<file path="config.mk">
export PLATFORM = sky130hd
export DESIGN_NAME = cvp_pwr_arbiter
export DESIGN_NICKNAME = d
export VERILOG_FILES = /design/src/rtl/cvp_pwr_arbiter.sv
export SDC_FILE = /design/constraint.sdc
export NUM_CORES = 1
export LEC_CHECK = 0
export ABC_AREA = 1
export BUFFER_PORTS_ARGS = -buffer_cell sky130_fd_sc_hd__buf_2
export CAP_MARGIN = 20
export CORE_AREA = 3 3 171 173
export CTS_BUF_LIST = sky130_fd_sc_hd__clkbuf_2
export DETAILED_ROUTE_END_ITERATION = 8
export DIE_AREA = 0 0 174 176
export PLACE_DENSITY = 0.65
export SETUP_SLACK_MARGIN = 0.05
export SLEW_MARGIN = 20
export SYNTH_ARGS = -nofsm -noshare
export SYNTH_HDL_FRONTEND = slang
export SYNTH_SLANG_ARGS = --single-unit
</file>
<file path="constraint.sdc">
create_clock -name HCLK -period 1.66 [get_ports HCLK]
set_input_delay 0.332 -clock HCLK [delete_from_list [all_inputs] [get_ports HCLK]]
set_output_delay 0.332 -clock HCLK [all_outputs]
set_load 0.005 [all_outputs]
</file>
<file path="src/rtl/cvp_pwr_arbiter.sv">
// Round-robin arbiter sharing one CVP 4-phase req/ack channel among NUM_REQ requesters.
// Synchronises the async ack, captures read data/error and bounds each transaction with a timeout.
module cvp_pwr_arbiter #(
  parameter int unsigned NUM_REQ        = 2,
  parameter int unsigned TIMEOUT_CYCLES = 1024,
  parameter int unsigned TO_CNT_W       = $clog2(TIMEOUT_CYCLES + 1)
) (
  input  logic                    HCLK,
  input  logic                    HRESET,
  input  logic [NUM_REQ-1:0]      m_req,
  input  logic [NUM_REQ-1:0]      m_wr_rd,
  input  logic [NUM_REQ*29-1:0]   m_add,
  input  logic [NUM_REQ*8-1:0]    m_be,
  input  logic [NUM_REQ*64-1:0]   m_wdata,
  output logic [NUM_REQ-1:0]      m_done,
  output logic [63:0]             m_rdata,
  output logic                    m_error,
  output logic                    m_timeout,
  output logic                    cvp_pwr_req,
  output logic                    cvp_pwr_wr_rd,
  output logic [28:0]             cvp_pwr_add,
  output logic [7:0]              cvp_pwr_be,
  output logic [63:0]             cvp_pwr_data,
  input  logic                    cvp_pwr_ack,
  input  logic                    cvp_pwr_error,
  input  logic [63:0]             cvp_pwr_r_data
);

  localparam int unsigned IDX_W = $clog2(NUM_REQ);
  localparam int unsigned AW    = 29;
  localparam int unsigned BW    = 8;
  localparam int unsigned DW    = 64;

  typedef enum logic [1:0] {
    ST_IDLE    = 2'd0,
    ST_REQ     = 2'd1,
    ST_RELEASE = 2'd2
  } state_t;

  state_t               state_q, state_d;
  logic                 ack_meta, ack_sync;
  logic [NUM_REQ-1:0]   req_q;
  logic [IDX_W-1:0]     rr_ptr, rr_ptr_d;
  logic [IDX_W-1:0]     winner, winner_d;
  logic [TO_CNT_W-1:0]  to_cnt, to_cnt_d;

  logic [NUM_REQ-1:0]   done_d;
  logic [DW-1:0]        rdata_d;
  logic                 error_d, timeout_d;
  logic                 req_d, wr_rd_d;
  logic [AW-1:0]        add_d;
  logic [BW-1:0]        be_d;
  logic [DW-1:0]        data_d;

  logic                 grant_vld;
  logic [IDX_W-1:0]     grant_idx, scan_idx;
  logic                 sel_wr_rd;
  logic [AW-1:0]        sel_add;
  logic [BW-1:0]        sel_be;
  logic [DW-1:0]        sel_data;

  // Round-robin scan from rr_ptr upward with wrap, then mux the winner's fields.
  always_comb begin
    grant_vld = 1'b0;
    grant_idx = '0;
    scan_idx  = '0;
    sel_wr_rd = 1'b0;
    sel_add   = '0;
    sel_be    = '0;
    sel_data  = '0;
    for (int unsigned i = 0; i < NUM_REQ; i++) begin
      scan_idx = IDX_W'((32'(rr_ptr) + i) % NUM_REQ);
      if (!grant_vld && req_q[scan_idx]) begin
        grant_vld = 1'b1;
        grant_idx = scan_idx;
      end
    end
    for (int unsigned i = 0; i < NUM_REQ; i++) begin
      if (IDX_W'(i) == grant_idx) begin
        sel_wr_rd = m_wr_rd[i];
        sel_add   = m_add[i*AW +: AW];
        sel_be    = m_be[i*BW +: BW];
        sel_data  = m_wdata[i*DW +: DW];
      end
    end
  end

  // Next-state and registered-output values.
  always_comb begin
    state_d   = state_q;
    rr_ptr_d  = rr_ptr;
    winner_d  = winner;
    to_cnt_d  = to_cnt;
    done_d    = '0;
    rdata_d   = m_rdata;
    error_d   = m_error;
    timeout_d = m_timeout;
    req_d     = cvp_pwr_req;
    wr_rd_d   = cvp_pwr_wr_rd;
    add_d     = cvp_pwr_add;
    be_d      = cvp_pwr_be;
    data_d    = cvp_pwr_data;

    unique case (state_q)
      ST_IDLE: begin
        // ack_meta also gates so a still-high ack right after reset cannot slip a grant through.
        if (grant_vld && !ack_sync && !ack_meta) begin
          winner_d = grant_idx;
          req_d    = 1'b1;
          wr_rd_d  = sel_wr_rd;
          add_d    = sel_add;
          be_d     = sel_be;
          data_d   = sel_data;
          to_cnt_d = '0;
          state_d  = ST_REQ;
        end
      end
      ST_REQ: begin
        to_cnt_d = to_cnt + TO_CNT_W'(1);
        if (ack_sync || (to_cnt == TO_CNT_W'(TIMEOUT_CYCLES - 1))) begin
          done_d    = NUM_REQ'(1) << winner;
          rdata_d   = ack_sync ? cvp_pwr_r_data : '0;
          error_d   = ack_sync ? cvp_pwr_error : 1'b1;
          timeout_d = !ack_sync;
          req_d     = 1'b0;
          wr_rd_d   = 1'b0;
          add_d     = '0;
          be_d      = '0;
          data_d    = '0;
          state_d   = ST_RELEASE;
        end
      end
      ST_RELEASE: begin
        if (!ack_sync) begin
          rr_ptr_d = (winner == IDX_W'(NUM_REQ - 1)) ? '0 : winner + IDX_W'(1);
          state_d  = ST_IDLE;
        end
      end
      default: state_d = ST_IDLE;
    endcase
  end

  // State, synchroniser and output registers.
  always_ff @(posedge HCLK) begin
    if (HRESET) begin
      state_q       <= ST_IDLE;
      ack_meta      <= 1'b0;
      ack_sync      <= 1'b0;
      req_q         <= '0;
      rr_ptr        <= '0;
      winner        <= '0;
      to_cnt        <= '0;
      m_done        <= '0;
      m_rdata       <= '0;
      m_error       <= 1'b0;
      m_timeout     <= 1'b0;
      cvp_pwr_req   <= 1'b0;
      cvp_pwr_wr_rd <= 1'b0;
      cvp_pwr_add   <= '0;
      cvp_pwr_be    <= '0;
      cvp_pwr_data  <= '0;
    end else begin
      state_q       <= state_d;
      ack_meta      <= cvp_pwr_ack;
      ack_sync      <= ack_meta;
      req_q         <= m_req;
      rr_ptr        <= rr_ptr_d;
      winner        <= winner_d;
      to_cnt        <= to_cnt_d;
      m_done        <= done_d;
      m_rdata       <= rdata_d;
      m_error       <= error_d;
      m_timeout     <= timeout_d;
      cvp_pwr_req   <= req_d;
      cvp_pwr_wr_rd <= wr_rd_d;
      cvp_pwr_add   <= add_d;
      cvp_pwr_be    <= be_d;
      cvp_pwr_data  <= data_d;
    end
  end

endmodule

</file>
* Yosys cells after proc, flatten, opt, wreduce, memory -nomap -nowiden *
Index checks and enable logic that the tools add are counted.

word-level totals
  register bits after elaboration = 190
  bits of input ports = 274
  word-level logic and storage cells = 82
  output and inout bits = 171

cells by class
  order comparisons = 2
  add/sub/neg operators = 3
  bitwise operators = 3
  multiplexer cells = 35
  equality and inequality tests = 6
  shift-type cells = 1
  reductions and logical operators = 16

operator list
  operator                                               count
  two-way mux 64 bit                                     4
  case mux 64 bit (2 select lines)                       1
  two-way mux 29 bit                                     3
  case mux 29 bit (2 select lines)                       1
  two-way mux 8 bit                                      3
  case mux 11 bit (2 select lines)                       1
  case mux 8 bit (2 select lines)                        1
  two-way mux 1 bit                                      14
  adder 11 x 1 -> 11 bit, second input constant          1
  equality test 11 x 10 -> 1 bit, second input constant  1
  two-way mux 11 bit                                     1
  AND reduction 2 bit                                    4
  two-way mux 2 bit                                      3
  inequality test 2 bit, second input constant           3
  case mux 2 bit (3 select lines)                        1
  AND reduction 3 bit                                    2
  < comparator 1 x 2 -> 1 bit, second input constant     2
  case mux 1 bit (2 select lines)                        2
  logical AND 1 bit                                      3
  zero test 1 bit                                        3
  NOT 1 bit                                              3
  OR reduction 3 bit                                     1
  adder 1 bit, second input constant                     2
  equality test 2 x 1 -> 1 bit, second input constant    1
  other kinds (5)                                        5

* Logic depth before layout (Yosys ltp) *
  depth in word-level cells = 10
  depth in mapped cells = 10
  mapped depth without buffers = 10

* Worst setup path before layout *
Ideal clock, no wire load.

  path kind = reg2reg
  start = reg to_cnt[0]
  end = reg m_rdata[10]
  slack = 93 ps
  arrival = 1435 ps
  data required time = 1528 ps
  path buffers = 2
  setup time = 132 ps
  cell stages (with the launch flop) = 11
  clock period less this slack = 1567 ps
  path through = dfxtp_1 > ha_1 > nand2_1 > nor2_2 > nand3_1 > nand2_1 > nand2_2 > buf_6 > buf_2 > nand2_1 > a21oi_1

between the ends
  cells in the longest elaborated chain, start to end = 3

ends and longest elaborated chain
  item                                  line  text
  start, declared                       45    logic [TO_CNT_W-1:0] to_cnt, to_cnt_d;
  start signal, assigned                169   to_cnt <= to_cnt_d;
  equality test 11 x 10 -> 1 bit        120   if (ack_sync || (to_cnt == TO_CNT_W'(TIMEOUT_CYCLES - 1))) begin
  logical OR 1 bit                      120
  AND reduction 2 bit (no source line)  --
  end signal, assigned                  171   m_rdata <= rdata_d;
  end, declared                         16    output logic [63:0] m_rdata,

No other way between the ends.
A chain may end at the register's enable or synchronous reset.

* Worst setup path in the final report *
  start = reg ack_sync
  end = reg cvp_pwr_data[18]

between the ends
  cells in the longest elaborated chain, start to end = 5
  elaborated cells on any way between the ends = 7
  classes of those cells = eq/ne: 2; reduce/logical: 5

ends and longest elaborated chain
  item                                      line  text
  start, declared                           41    logic ack_meta, ack_sync;
  start signal, assigned                    165   ack_sync <= ack_meta;
  zero test 1 bit                           --
  logical AND 1 bit (2 in series)           107   if (grant_vld && !ack_sync && !ack_meta) begin
  inequality test 2 bit (no source line)    --
  AND reduction 3 bit (no source line) (*)  --
  end signal, assigned                      178   cvp_pwr_data <= data_d;
  end, declared                             23    output logic [63:0] cvp_pwr_data,

Every way passes the cells marked *; elsewhere a longest branch is shown, timed or not.

==> results <==
- The run finished, with violations left.
- The final reports fail on negative setup slack.
- In the final routed layout, each cell accounts on average for 20.21 um.
- The global routing stage identified its most utilized layer as met2.
- Clock skew on the completed layout was measured at 0.05015 ns.
- At the end of routability-driven placement, the weighted congestion stood at 0.8382.
- In this run the biggest area consumer among cell types represents 46.54% of the synthesized area.
- The post-layout net count is 2167.
- The biggest area contributor in the post-synthesis netlist is sky130_fd_sc_hd__dfxtp_1.
- The clock-pin transition on the worst setup and hold timing paths is 0.35 ns.
- Summed over all cells, the static leakage comes to 7.738 nW.
- Setup violations remaining at the end of the flow were counted as between 40 and 50.
- The initial antenna violation count is 5.
- The most common library cell in the layout ignoring fill and taps is sky130_fd_sc_hd__buf_2.
- The first global-routing pass estimated 55860 um of wire.
- Total power for the finished layout comes to approximately 11 mW.
- The height of the die is 176 um.
- The max-cap violation count is 0.
- The number of CTS-inserted buffers is 17.
- TritonCTS built the clock tree.
- For the worst setup path, the data arrival time is 2.43 ns.
- In this run, synthesis produced a sequential element count of 190.
- The final-report hold violation count came to 0.
- The clock net sink count is 190.
- The initial core utilization is 29.42%.
- The worst IR drop on VDD is 476.3 uV.
- Cells with a size suffix above 1 make up 57.25% of the layout.
- The top cell types in the final layout, fill and taps aside, are 311 x sky130_fd_sc_hd__buf_2, 275 x sky130_fd_sc_hd__dlygate4sd3_1, 203 x sky130_fd_sc_hd__nand2_1.
- The total routing resource utilization after global routing is around 22%.
- The area growth from synthesis to final layout is 118.2%.
- In this run the cell area of the synthesized design comes to 0.008173 mm^2.
- The via count of the routed design is 11925.
- The sort of element at the start of the critical path is a flop.
- The pin slew with the least headroom to its limit is 0.6714 ns.
- Setup repair after global routing could not meet its margin everywhere.
- The final critical-path share of the clock period is 104.1%.
- The worst pin sits at a relative slew slack of 55.24%.
- The critical path is of the flop to flop type.
- The total area inside the core boundary comes to 0.02778 mm^2.
- After floorplanning, the core was divided into 61 placement rows.
- The post-synthesis async set-or-reset flop share is 0%.
- The class of the tightest hold or removal check is primary input to flop.
- The routed wire length is approximately 46000 um.
- Counting every instance in the synthesized netlist gives 1101.
- The worst slack at placement is 0.08246 ns.
- Ranked by total cell area, the synthesized netlist is headed by sky130_fd_sc_hd__dfxtp_1 47%, sky130_fd_sc_hd__nand2_1 12%, sky130_fd_sc_hd__a21oi_1 11%, sky130_fd_sc_hd__o211ai_1 9.4%, sky130_fd_sc_hd__nand3_1 6.9%.
- The category of the worst setup path capture point is a flop.
- The sum of overflow across all layers after global routing is 0.
- The number of pins exceeding their max-slew limit in the final report is 0.
- The buffer cell driving the clock tree root is sky130_fd_sc_hd__clkbuf_2.
- The die is 174 um wide.
- In this run the number of H-tree levels came out at 4.
- Before antenna repair, the detailed router went through 8 iterations.
- For met3 alone, demand over resource in global routing was 6.430%.
- The wire-length estimate of the detail-placed layout is 21040 um.
- The non-filler instance count after layout is about 2300.
- In this run the worst path has a maximum fanout of between 50 and 60.
- The global routing usage on met1 is approximately 24%.
- The count of flip-flops with a built-in enable after synthesis is 0.
- The cell count after placement is 1884.
- The met2 track demand over resource in global routing is 38.88%.
- Yosys mapped the design onto 22 distinct sky130hd cell types.
- The number of routed nets with antenna violations is 0.
- The prevailing post-synth register cell is sky130_fd_sc_hd__dfxtp_1.
- The number of global-route vias before repair is 11011.
- The minimum clock period is 1.727 ns.
- Dividing total power by cell area gives a power density of 603.2 mW/mm^2.
- The setup slack of the critical path after layout is -0.06726 ns.
- The post-synthesis net count is 1376.
- The sequential element share of the synthesized area is 46.54%.
- STA puts the critical path data required time at 2.36 ns.
- The post-detailed-route DRC marker count is 0.
- The achievable frequency is roughly 580 MHz.
- The floorplan step defined a die boundary enclosing ~0.031 mm^2.
- For the worst-skew pair, the clock arrives at the later sink with an insertion delay of 0.75 ns.
- For this run, the number of Yosys warnings is 0.
- Entering global routing, the biggest net connects 91 pins.
- The average cell area after synthesis is 7.423 um^2.
- The longest clock path from root to sink contains 2 buffers.
- The via density per instance is 5.212.
- The number of violations reported at the end of detailed-routing iteration 0 is between 800 and 900.
- Port buffering added ~440 buffers.
- The I/O pin total is 445.
cell type report:
cell class / instances / area [um^2]
sequential: 190 / 4056
inverter: 123 / 466.7
antenna: 6 / 15.01
clock buffer: 17 / 85.08
multi-input combinational: 697 / 5034
fill: 1890 / 9950
tap: 378 / 473.0
timing repair buffer: 863 / 7527
clock inverter: 14 / 175.2
kinds of logic after synthesis:
group                      share of synthesized area (%)
DFF                                                46.54
and+or+nand+nor                                    20.41
buffers and inverters                              11.70
AOI/OAI and AO/OA                                  21.20
adders and majority gates                         0.1531
worst max-delay path, cell delays in order (launching register included):
cell                      delay [ns]
sky130_fd_sc_hd__dfxtp_1        0.42
sky130_fd_sc_hd__inv_2          0.10
sky130_fd_sc_hd__nand4_4        0.17
sky130_fd_sc_hd__buf_4          0.15
sky130_fd_sc_hd__buf_12         0.32
sky130_fd_sc_hd__nand3_2        0.16
sky130_fd_sc_hd__a21oi_1        0.24
where the power goes:
group / switching (mW) / leakage [nW] / internal, mW / total, mW
Combinational: 1.44 / 5.96 / 1.66 / 3.11
Sequential: 0.206 / 1.63 / 4.82 / 5.03
Clock: 1.87 / 0.150 / 0.753 / 2.62
metal layers:
| metal | vias up | routed length, um |
|---|---|---|
| li1 | 5250 | - |
| met1 | 5597 | 16310 |
| met2 | 834 | 22740 |
| met3 | 244 | 4010 |
| met4 | 0 | 3186 |
| met5 | - | 0 |
repair_timing:
item,4_1_cts,5_1_grt
hold endpoints to repair,183,0
pin swaps,16,49
gates cloned,3,13
hold buffers,275,0
setup buffers,11,65
gates resized for setup,289,435
setup endpoints to repair,269,340
cell usage after synthesis, types with 2 or more instances:
cell type,number
sky130_fd_sc_hd__clkbuf_1,43
sky130_fd_sc_hd__buf_6,13
sky130_fd_sc_hd__a21oi_1,180
sky130_fd_sc_hd__inv_2,7
sky130_fd_sc_hd__o21ai_0,8
sky130_fd_sc_hd__o21ai_1,2
sky130_fd_sc_hd__inv_1,116
sky130_fd_sc_hd__buf_1,5
sky130_fd_sc_hd__buf_4,7
sky130_fd_sc_hd__nor2_2,2
sky130_fd_sc_hd__nand2_1,264
sky130_fd_sc_hd__buf_2,23
sky130_fd_sc_hd__dfxtp_1,190
sky130_fd_sc_hd__o211ai_1,102
sky130_fd_sc_hd__nand3_1,113
sky130_fd_sc_hd__nor2_1,20
worst paths after layout:
check / startpoint / to / slack (ns) / depth (start not counted)
min: cvp_pwr_r_data[39] / m_rdata[39]$_SDFFE_PP0P_ / 0.32 / 4
max: ack_sync$_SDFF_PP0_ / cvp_pwr_data[18]$_SDFFE_PP0P_ / -0.07 / 6
min reg2reg: m_rdata[12]$_SDFFE_PP0P_ / m_rdata[12]$_SDFFE_PP0P_ / 0.47 / 2
max reg2reg: ack_sync$_SDFF_PP0_ / cvp_pwr_data[18]$_SDFFE_PP0P_ / -0.07 / 6
stage by stage:
stage	area [um^2]	hold slack, ns	util (%)	setup TNS [ns]
floorplan	8173	0.4131	-	0
global placement	11010	0.4323	39.64	0
detailed placement	11010	0.4406	39.64	0
CTS	15060	0.1852	54.20	-3.168
global route	17830	0.1915	64.18	-26.54
finish	17830	0.3186	64.19	-0.6456
sequential cells by signal, summed over array words and instances, names as in the netlist:
| name | flops |
|---|---|
| cvp_pwr_data | 64 |
| to_cnt | 11 |
| ack_sync | 1 |
| m_done | 2 |
| ack_meta | 1 |
| rr_ptr | 1 |
| req_q | 2 |
| cvp_pwr_add | 29 |
| cvp_pwr_be | 8 |
| m_timeout | 1 |
| cvp_pwr_req | 1 |
| cvp_pwr_wr_rd | 1 |
| state_q | 2 |
| m_rdata | 64 |
| winner | 1 |
| m_error | 1 |
Power figures use the tool's default switching activity.
